--- config.mk ---
export PLATFORM = sky130hd
export DESIGN_NAME = addr_seq
export DESIGN_NICKNAME = d
export VERILOG_FILES = /design/src/rtl/addr_seq.sv
export SDC_FILE = /design/constraint.sdc
export NUM_CORES = 1
export LEC_CHECK = 0
export CORE_ASPECT_RATIO = 0.5
export CORE_MARGIN = 1.5
export CORE_UTILIZATION = 51
export CTS_CLUSTER_DIAMETER = 200
export DETAILED_ROUTE_END_ITERATION = 8
export PLACE_DENSITY = 0.85
export SYNTH_ARGS = -nofsm -noshare
export SYNTH_HDL_FRONTEND = slang
export SYNTH_SLANG_ARGS = --single-unit
--- constraint.sdc ---
create_clock -name CLK -period 3.6 [get_ports CLK]
set_clock_uncertainty 0.1 [all_clocks]
set_input_delay 0.54 -clock CLK [delete_from_list [all_inputs] [get_ports CLK]]
set_output_delay 0.54 -clock CLK [all_outputs]
set_load 0.01 [all_outputs]
--- src/rtl/addr_seq.sv ---
// addr_seq: operand-address sequencer turning an iax addressing mode plus index registers into memory accesses.
module addr_seq #(
  parameter int DW = 8,
  parameter logic [DW-1:0] ZP_PAGE = '0,
  parameter bit FIX_ON_WRITE = 1'b1
) (
  input  logic            CLK,
  input  logic            R,
  input  logic            start,
  input  logic [2:0]      mode,
  input  logic            wr,
  input  logic [DW-1:0]   wdata,
  input  logic [DW-1:0]   idx_x,
  input  logic [DW-1:0]   idx_y,
  input  logic [2*DW-1:0] pc,
  output logic            pc_inc,
  output logic            mem_req,
  output logic            mem_we,
  output logic [2*DW-1:0] mem_addr,
  output logic [DW-1:0]   mem_wdata,
  input  logic [DW-1:0]   mem_rdata,
  input  logic            mem_ready,
  output logic            busy,
  output logic            done,
  output logic [DW-1:0]   rdata,
  output logic [2*DW-1:0] ea,
  output logic            page_cross
);
  typedef enum logic [2:0] {IDLE, LO, PLO, PHI, HI, FIX, DATA} state_t;
  localparam logic [2:0] M_IZX = 3'd0, M_ZP = 3'd1, M_IMM = 3'd2, M_AB = 3'd3,
                         M_IZY = 3'd4, M_ZPX = 3'd5, M_ABY = 3'd6, M_ABX = 3'd7;
  localparam logic [DW-1:0] ONE = 1;
  state_t state;
  logic [2:0] m;
  logic wr_q, cry;
  logic [DW-1:0] lo, hi, ptr, idx;
  logic [DW:0] isum;
  logic need_fix, indexed;
  logic [2*DW-1:0] data_addr;
  assign idx = (m == M_ABX) ? idx_x : idx_y;
  assign isum = {1'b0, lo} + {1'b0, idx};
  assign need_fix = isum[DW] | (wr_q & FIX_ON_WRITE);
  assign indexed = (m == M_IZY) || (m == M_ABY) || (m == M_ABX);
  // hi is already carry-corrected by FIX when DATA is reached
  always_comb
    data_addr = (m == M_IMM) ? pc :
                (m == M_ZP)  ? {ZP_PAGE, lo} :
                (m == M_ZPX) ? {ZP_PAGE, lo + idx_x} :
                indexed      ? {hi, isum[DW-1:0]} : {hi, lo};
  always_comb
    mem_addr = (state == PLO) ? {ZP_PAGE, ptr} :
               (state == PHI) ? {ZP_PAGE, ptr + ONE} :
               (state == DATA || state == FIX) ? data_addr : pc;
  assign mem_req = (state != IDLE) && (state != FIX);
  assign mem_we = (state == DATA) && wr_q;
  assign mem_wdata = wdata;
  assign pc_inc = mem_ready && (state == LO || state == HI || (state == DATA && m == M_IMM));
  always_ff @(posedge CLK) begin
    if (R) begin
      state <= IDLE;
      busy <= 1'b0;
      done <= 1'b0;
      page_cross <= 1'b0;
      rdata <= '0;
      ea <= '0;
    end else begin
      done <= 1'b0;
      case (state)
        IDLE: if (start) begin
          m <= mode;
          wr_q <= wr;
          busy <= 1'b1;
          state <= (mode == M_IMM) ? DATA : LO;
        end
        LO: if (mem_ready) begin
          lo <= mem_rdata;
          ptr <= (m == M_IZX) ? mem_rdata + idx_x : mem_rdata;
          state <= (m == M_ZP || m == M_ZPX) ? DATA : (m == M_IZX || m == M_IZY) ? PLO : HI;
        end
        PLO: if (mem_ready) begin
          lo <= mem_rdata;
          state <= PHI;
        end
        PHI: if (mem_ready) begin
          hi <= mem_rdata;
          cry <= isum[DW];
          state <= (m == M_IZY && need_fix) ? FIX : DATA;
        end
        HI: if (mem_ready) begin
          hi <= mem_rdata;
          cry <= isum[DW];
          state <= (m != M_AB && need_fix) ? FIX : DATA;
        end
        FIX: begin
          hi <= hi + {{(DW-1){1'b0}}, cry};
          state <= DATA;
        end
        DATA: if (mem_ready) begin
          if (!wr_q) rdata <= mem_rdata;
          ea <= data_addr;
          page_cross <= indexed & cry;
          done <= 1'b1;
          busy <= 1'b0;
          state <= IDLE;
        end
        default: state <= IDLE;
      endcase
    end
  end
endmodule
==> metrics.sh <==
GRT.BUSIEST_LAYER='met2'
INITIAL_CORE_UTIL=0.530
WORSTHOLDPATHTYPE='reg -> reg'
SYNTH.YOSYS.WARNINGS=0
MAX-SLEW-MARGIN-REL=0.612
MAXIMUM_CAPACITANCE_VIOLATIONS=0
DIEWIDTH_UM=138
REPORT.FINAL.SLEW_VIOL_COUNT=0
WHS_ENDPOINT='ea[14]'
MET1_USAGE=0.444
REPORT.POWER.TOTAL_W=0.00366
POST_SYNTH_EDFFS=29
FAILED_CHECKS='setup timing'
AREA.GROWTH.SYNTH_TO_FINAL_PCT=44.8
CRIT_PATH_END_KIND='primary output'
DIEAREA_UM2=9730
ASYNC_FLOP_SHARE=0
CRITPATHKIND='reg -> out'
FLOORPLAN.DIE.HEIGHT_UM=70.5
GLOBAL_ROUTE.OVERFLOW_TOTAL=0
NUMBER_OF_SEARCH_AND_REPAIR_ITERATIONS_IN_THE_FIRST_DETAILED_ROUTING_PASS=7
IO_PINS=110
FIN_NETS=821
DRC=0
CTS.HTREE.LEVELS=3
OVERALL_VIA_COUNT_FROM_DETAIL_ROUTE=5405
SYNTH.NET_COUNT=668
GRT_ANTENNA_BEFORE_REPAIR=0
FINAL_CELL_MIX='sky130_fd_sc_hd__nand2_1 (109), sky130_fd_sc_hd__buf_4 (85), sky130_fd_sc_hd__clkdlybuf4s50_1 (82)'
DRIVE_ABOVE_1_SHARE=0.235
WORST-PATH-MAX-FANOUT=6
STATIC-LEAKAGE-POWER_nW=2.69
PLACED_CELLS=819
WORSTHOLDPATHCELLS=2
CRITPATHLAUNCHTYPE='register'
SYNTH_AREA_LEADER_CELL='sky130_fd_sc_hd__edfxtp_1'
PLACEMENT.IO_BUFFERS=93
GP_CONGESTION=0.945
HOLD_START='ea[14]'
FINAL_ANTENNA_NET_COUNT=0
FINALCRITICALPERIOD_NS=3.79
YS_TYPES=66
VIA_PER_INSTANCE_RATIO=6.29
PEAKVDDDROP_mV=0.434
GRT_PASS1_WL_MM=25.7
POST-ROUTE-PERIOD-UTIL=1.05
GRT_MAX_DEGREE=31
R2R_SETUP_SLACK_NS=0.02
CLOCK_LATENCY_NS=0.34
SYN-INSTANCE-COUNT=584
DRT_ITER0_MARKERS=654
GRT_PASS1_VIAS=5040
LAYOUT.CELLS.MOST_COMMON='sky130_fd_sc_hd__nand2_1'
WORST-ENDPOINT-REQUIRED_NS=2.96
GRT.TOTAL_USAGE=0.341
CRITICAL_PATH.REG2REG.STARTPOINT='m[1]'
POWERDENSITY_nW_PER_UM2=544
CTS.ROOT.BUFFER_CELL='sky130_fd_sc_hd__clkbuf_16'
R2R-END='ea[3]'
CTS_INSERTED_BUFFERS=9
NUM_ANTENNA_CELLS=0
GRT_UTIL_MET2=0.537
CP_DATA_ARRIVAL_TIME_NS=3.15
FMAX_MHz=264
STATUS='finished with violations'
TRITONCTS_CLOCK_TREE='built'
GROUTE.LAYER.MET3.USAGE=0.0926
SYNTHDOMINANTCELLAREASHARE=0.187
ROW_COUNT=24
AVGROUTEDWIREPERCELL_UM=20.4
CTS_BUFFER_DEPTH=2
LAYOUTNONFILLERINSTCOUNT=859
CORE_AREA_UM2=8770
SYNTH_SEQUENTIAL_AREA_RATIO=0.317
SYNTH.TOP_CELLS.BY_AREA='sky130_fd_sc_hd__edfxtp_1 (19%), sky130_fd_sc_hd__dfxtp_1 (13%), sky130_fd_sc_hd__nand2_1 (8.8%), sky130_fd_sc_hd__a21oi_1 (7.2%), sky130_fd_sc_hd__ha_1 (6.7%)'
FINALSETUPVIOLCOUNT=6
CLOCK_PIN_SLEW_OF_THE_REGISTERS_ON_THE_WORST_CASE_SETUP_AND_HOLD_PATHS_NS=0.06
WORST_SLACK_SETUP_FINAL_NS=-0.193
REPORT.FINAL.HOLD_VIOL_COUNT=0
GRT_SETUP_UNREPAIRED='true'
TRANSITION_TIME_OF_THE_TIGHTEST_SLEW_CHECK_PIN_NS=0.581
CLOCK_SINKS=59
YS_SEQ_ELEMENTS=59
PLACE_HPWL_MM=11.5
POST_SYNTH_INSTANCE_AREA_UM2=4650
WORST-R2R-CELL-COUNT=22
DETAIL_ROUTE.WIRELENGTH_MM=17.5
SYN_AVG_CELL_AREA_UM2=7.96
SYNTH_TOP_FLOP_CELL='sky130_fd_sc_hd__dfxtp_1'
-- state kept, by name (all words and copies together) (netlist names), 3 cells and up --
signal  count
ea         16
hi          8
lo          8
m           3
ptr         8
rdata       8
state       3
-- cell type report --
class | count | area (µm²)
sequential | 59 | 1470
multi-input combinational | 467 | 3150
tap | 117 | 146
fill | 579 | 2040
clock inverter | 7 | 75.1
timing repair buffer | 184 | 1600
inverter | 16 | 62.6
clock buffer | 9 | 225
-- through the flow --
stage	worst slack, ns	util	area, µm²	hold slack [ns]	TNS [ns]
after floorplan	0.138	-	4650	0.376	0
after global placement	-0.431	0.684	6000	0.343	-2.40
after detailed placement	-0.518	0.684	6000	0.346	-2.94
after CTS	-0.203	0.744	6530	0.355	-0.300
after global routing	-0.286	0.768	6730	0.371	-1.03
final	-0.193	0.768	6730	0.358	-0.467
-- critical path, stage by stage, from the launching register on --
cell and delay (ns):
sky130_fd_sc_hd__edfxtp_1 0.42, sky130_fd_sc_hd__nand3_2 0.10, sky130_fd_sc_hd__buf_6 0.13, sky130_fd_sc_hd__mux2_4 0.31, sky130_fd_sc_hd__ha_4 0.16, sky130_fd_sc_hd__buf_6 0.11, sky130_fd_sc_hd__inv_4 0.04, sky130_fd_sc_hd__fa_2 0.23
sky130_fd_sc_hd__nor2b_4 0.06, sky130_fd_sc_hd__o31ai_2 0.38, sky130_fd_sc_hd__nand2_1 0.16, sky130_fd_sc_hd__xor2_2 0.18, sky130_fd_sc_hd__a211oi_2 0.27, sky130_fd_sc_hd__a21oi_2 0.10, sky130_fd_sc_hd__clkbuf_2 0.14
-- routing by layer --
layer  part of all wire  wire, µm
met4              0.042       737
met3               0.12      2090
met2               0.44      7710
met5                  0         0
met1               0.40      7000
-- what timing repair did --
item,CTS,global route
resized for setup,38,49
pin swaps,18,22
cloned,0,0
endpoints found under the setup margin,8,14
setup buffers,20,8
hold buffers,0,0
-- power by group --
part	internal [W]	total [W]	switching, W
logic	0.000872	0.00188	0.00101
clock network	0.000539	0.000881	0.000342
registers	0.000792	0.000896	0.000104
-- kinds of logic (layout without fill, tap and decap cells) --
kind of cell    after synthesis  count (layout)  synth area share
simple gates                217             217             0.219
compound gates              181             181             0.236
flops                        59              59             0.317
buf+inv                      58             216            0.0624
fa+ha+maj                    29              29            0.0824
xor+xnor                     21              21            0.0396
mux                          19              19            0.0441
-- how the worst max path moves through the flow --
stage | from | endpoint | slack (ns) | cells after the start
3_3_place_gp | idx_x[1] | mem_addr[3] | -0.43 | 12
6_report | m[1] | mem_addr[6] | -0.19 | 14
4_1_cts | m[0] | ea[3] | -0.20 | 22
5_1_grt | m[0] | mem_addr[6] | -0.29 | 14
2_1_floorplan | m[2] | mem_addr[4] | 0.14 | 12
3_5_place_dp | idx_x[1] | mem_addr[3] | -0.52 | 12
-- Yosys cell counts, types with 4 or more instances --
| master | number |
|---|---|
| sky130_fd_sc_hd__buf_4 | 8 |
| sky130_fd_sc_hd__o31ai_1 | 7 |
| sky130_fd_sc_hd__a21o_1 | 5 |
| sky130_fd_sc_hd__inv_1 | 15 |
| sky130_fd_sc_hd__nand3_1 | 13 |
| sky130_fd_sc_hd__mux2_2 | 10 |
| sky130_fd_sc_hd__nand4_1 | 5 |
| sky130_fd_sc_hd__o21a_1 | 5 |
| sky130_fd_sc_hd__or3_1 | 9 |
| sky130_fd_sc_hd__nor2b_1 | 11 |
| sky130_fd_sc_hd__o21ai_0 | 45 |
| sky130_fd_sc_hd__xor2_1 | 16 |
| sky130_fd_sc_hd__nand2b_1 | 7 |
| sky130_fd_sc_hd__nor2_1 | 29 |
| sky130_fd_sc_hd__a21oi_1 | 67 |
| sky130_fd_sc_hd__a31oi_1 | 7 |
| sky130_fd_sc_hd__nand2_1 | 109 |
| sky130_fd_sc_hd__buf_2 | 10 |
| sky130_fd_sc_hd__buf_6 | 4 |
| sky130_fd_sc_hd__edfxtp_1 | 29 |
| sky130_fd_sc_hd__ha_1 | 25 |
| sky130_fd_sc_hd__and3_1 | 9 |
| sky130_fd_sc_hd__buf_1 | 4 |
| sky130_fd_sc_hd__xnor2_1 | 5 |
| sky130_fd_sc_hd__dfxtp_1 | 30 |
| sky130_fd_sc_hd__a211oi_1 | 6 |
| sky130_fd_sc_hd__clkbuf_1 | 16 |
| sky130_fd_sc_hd__nor3_1 | 8 |
| sky130_fd_sc_hd__o21ai_1 | 8 |
| sky130_fd_sc_hd__mux2i_1 | 7 |
Power figures use the tool's default switching activity.
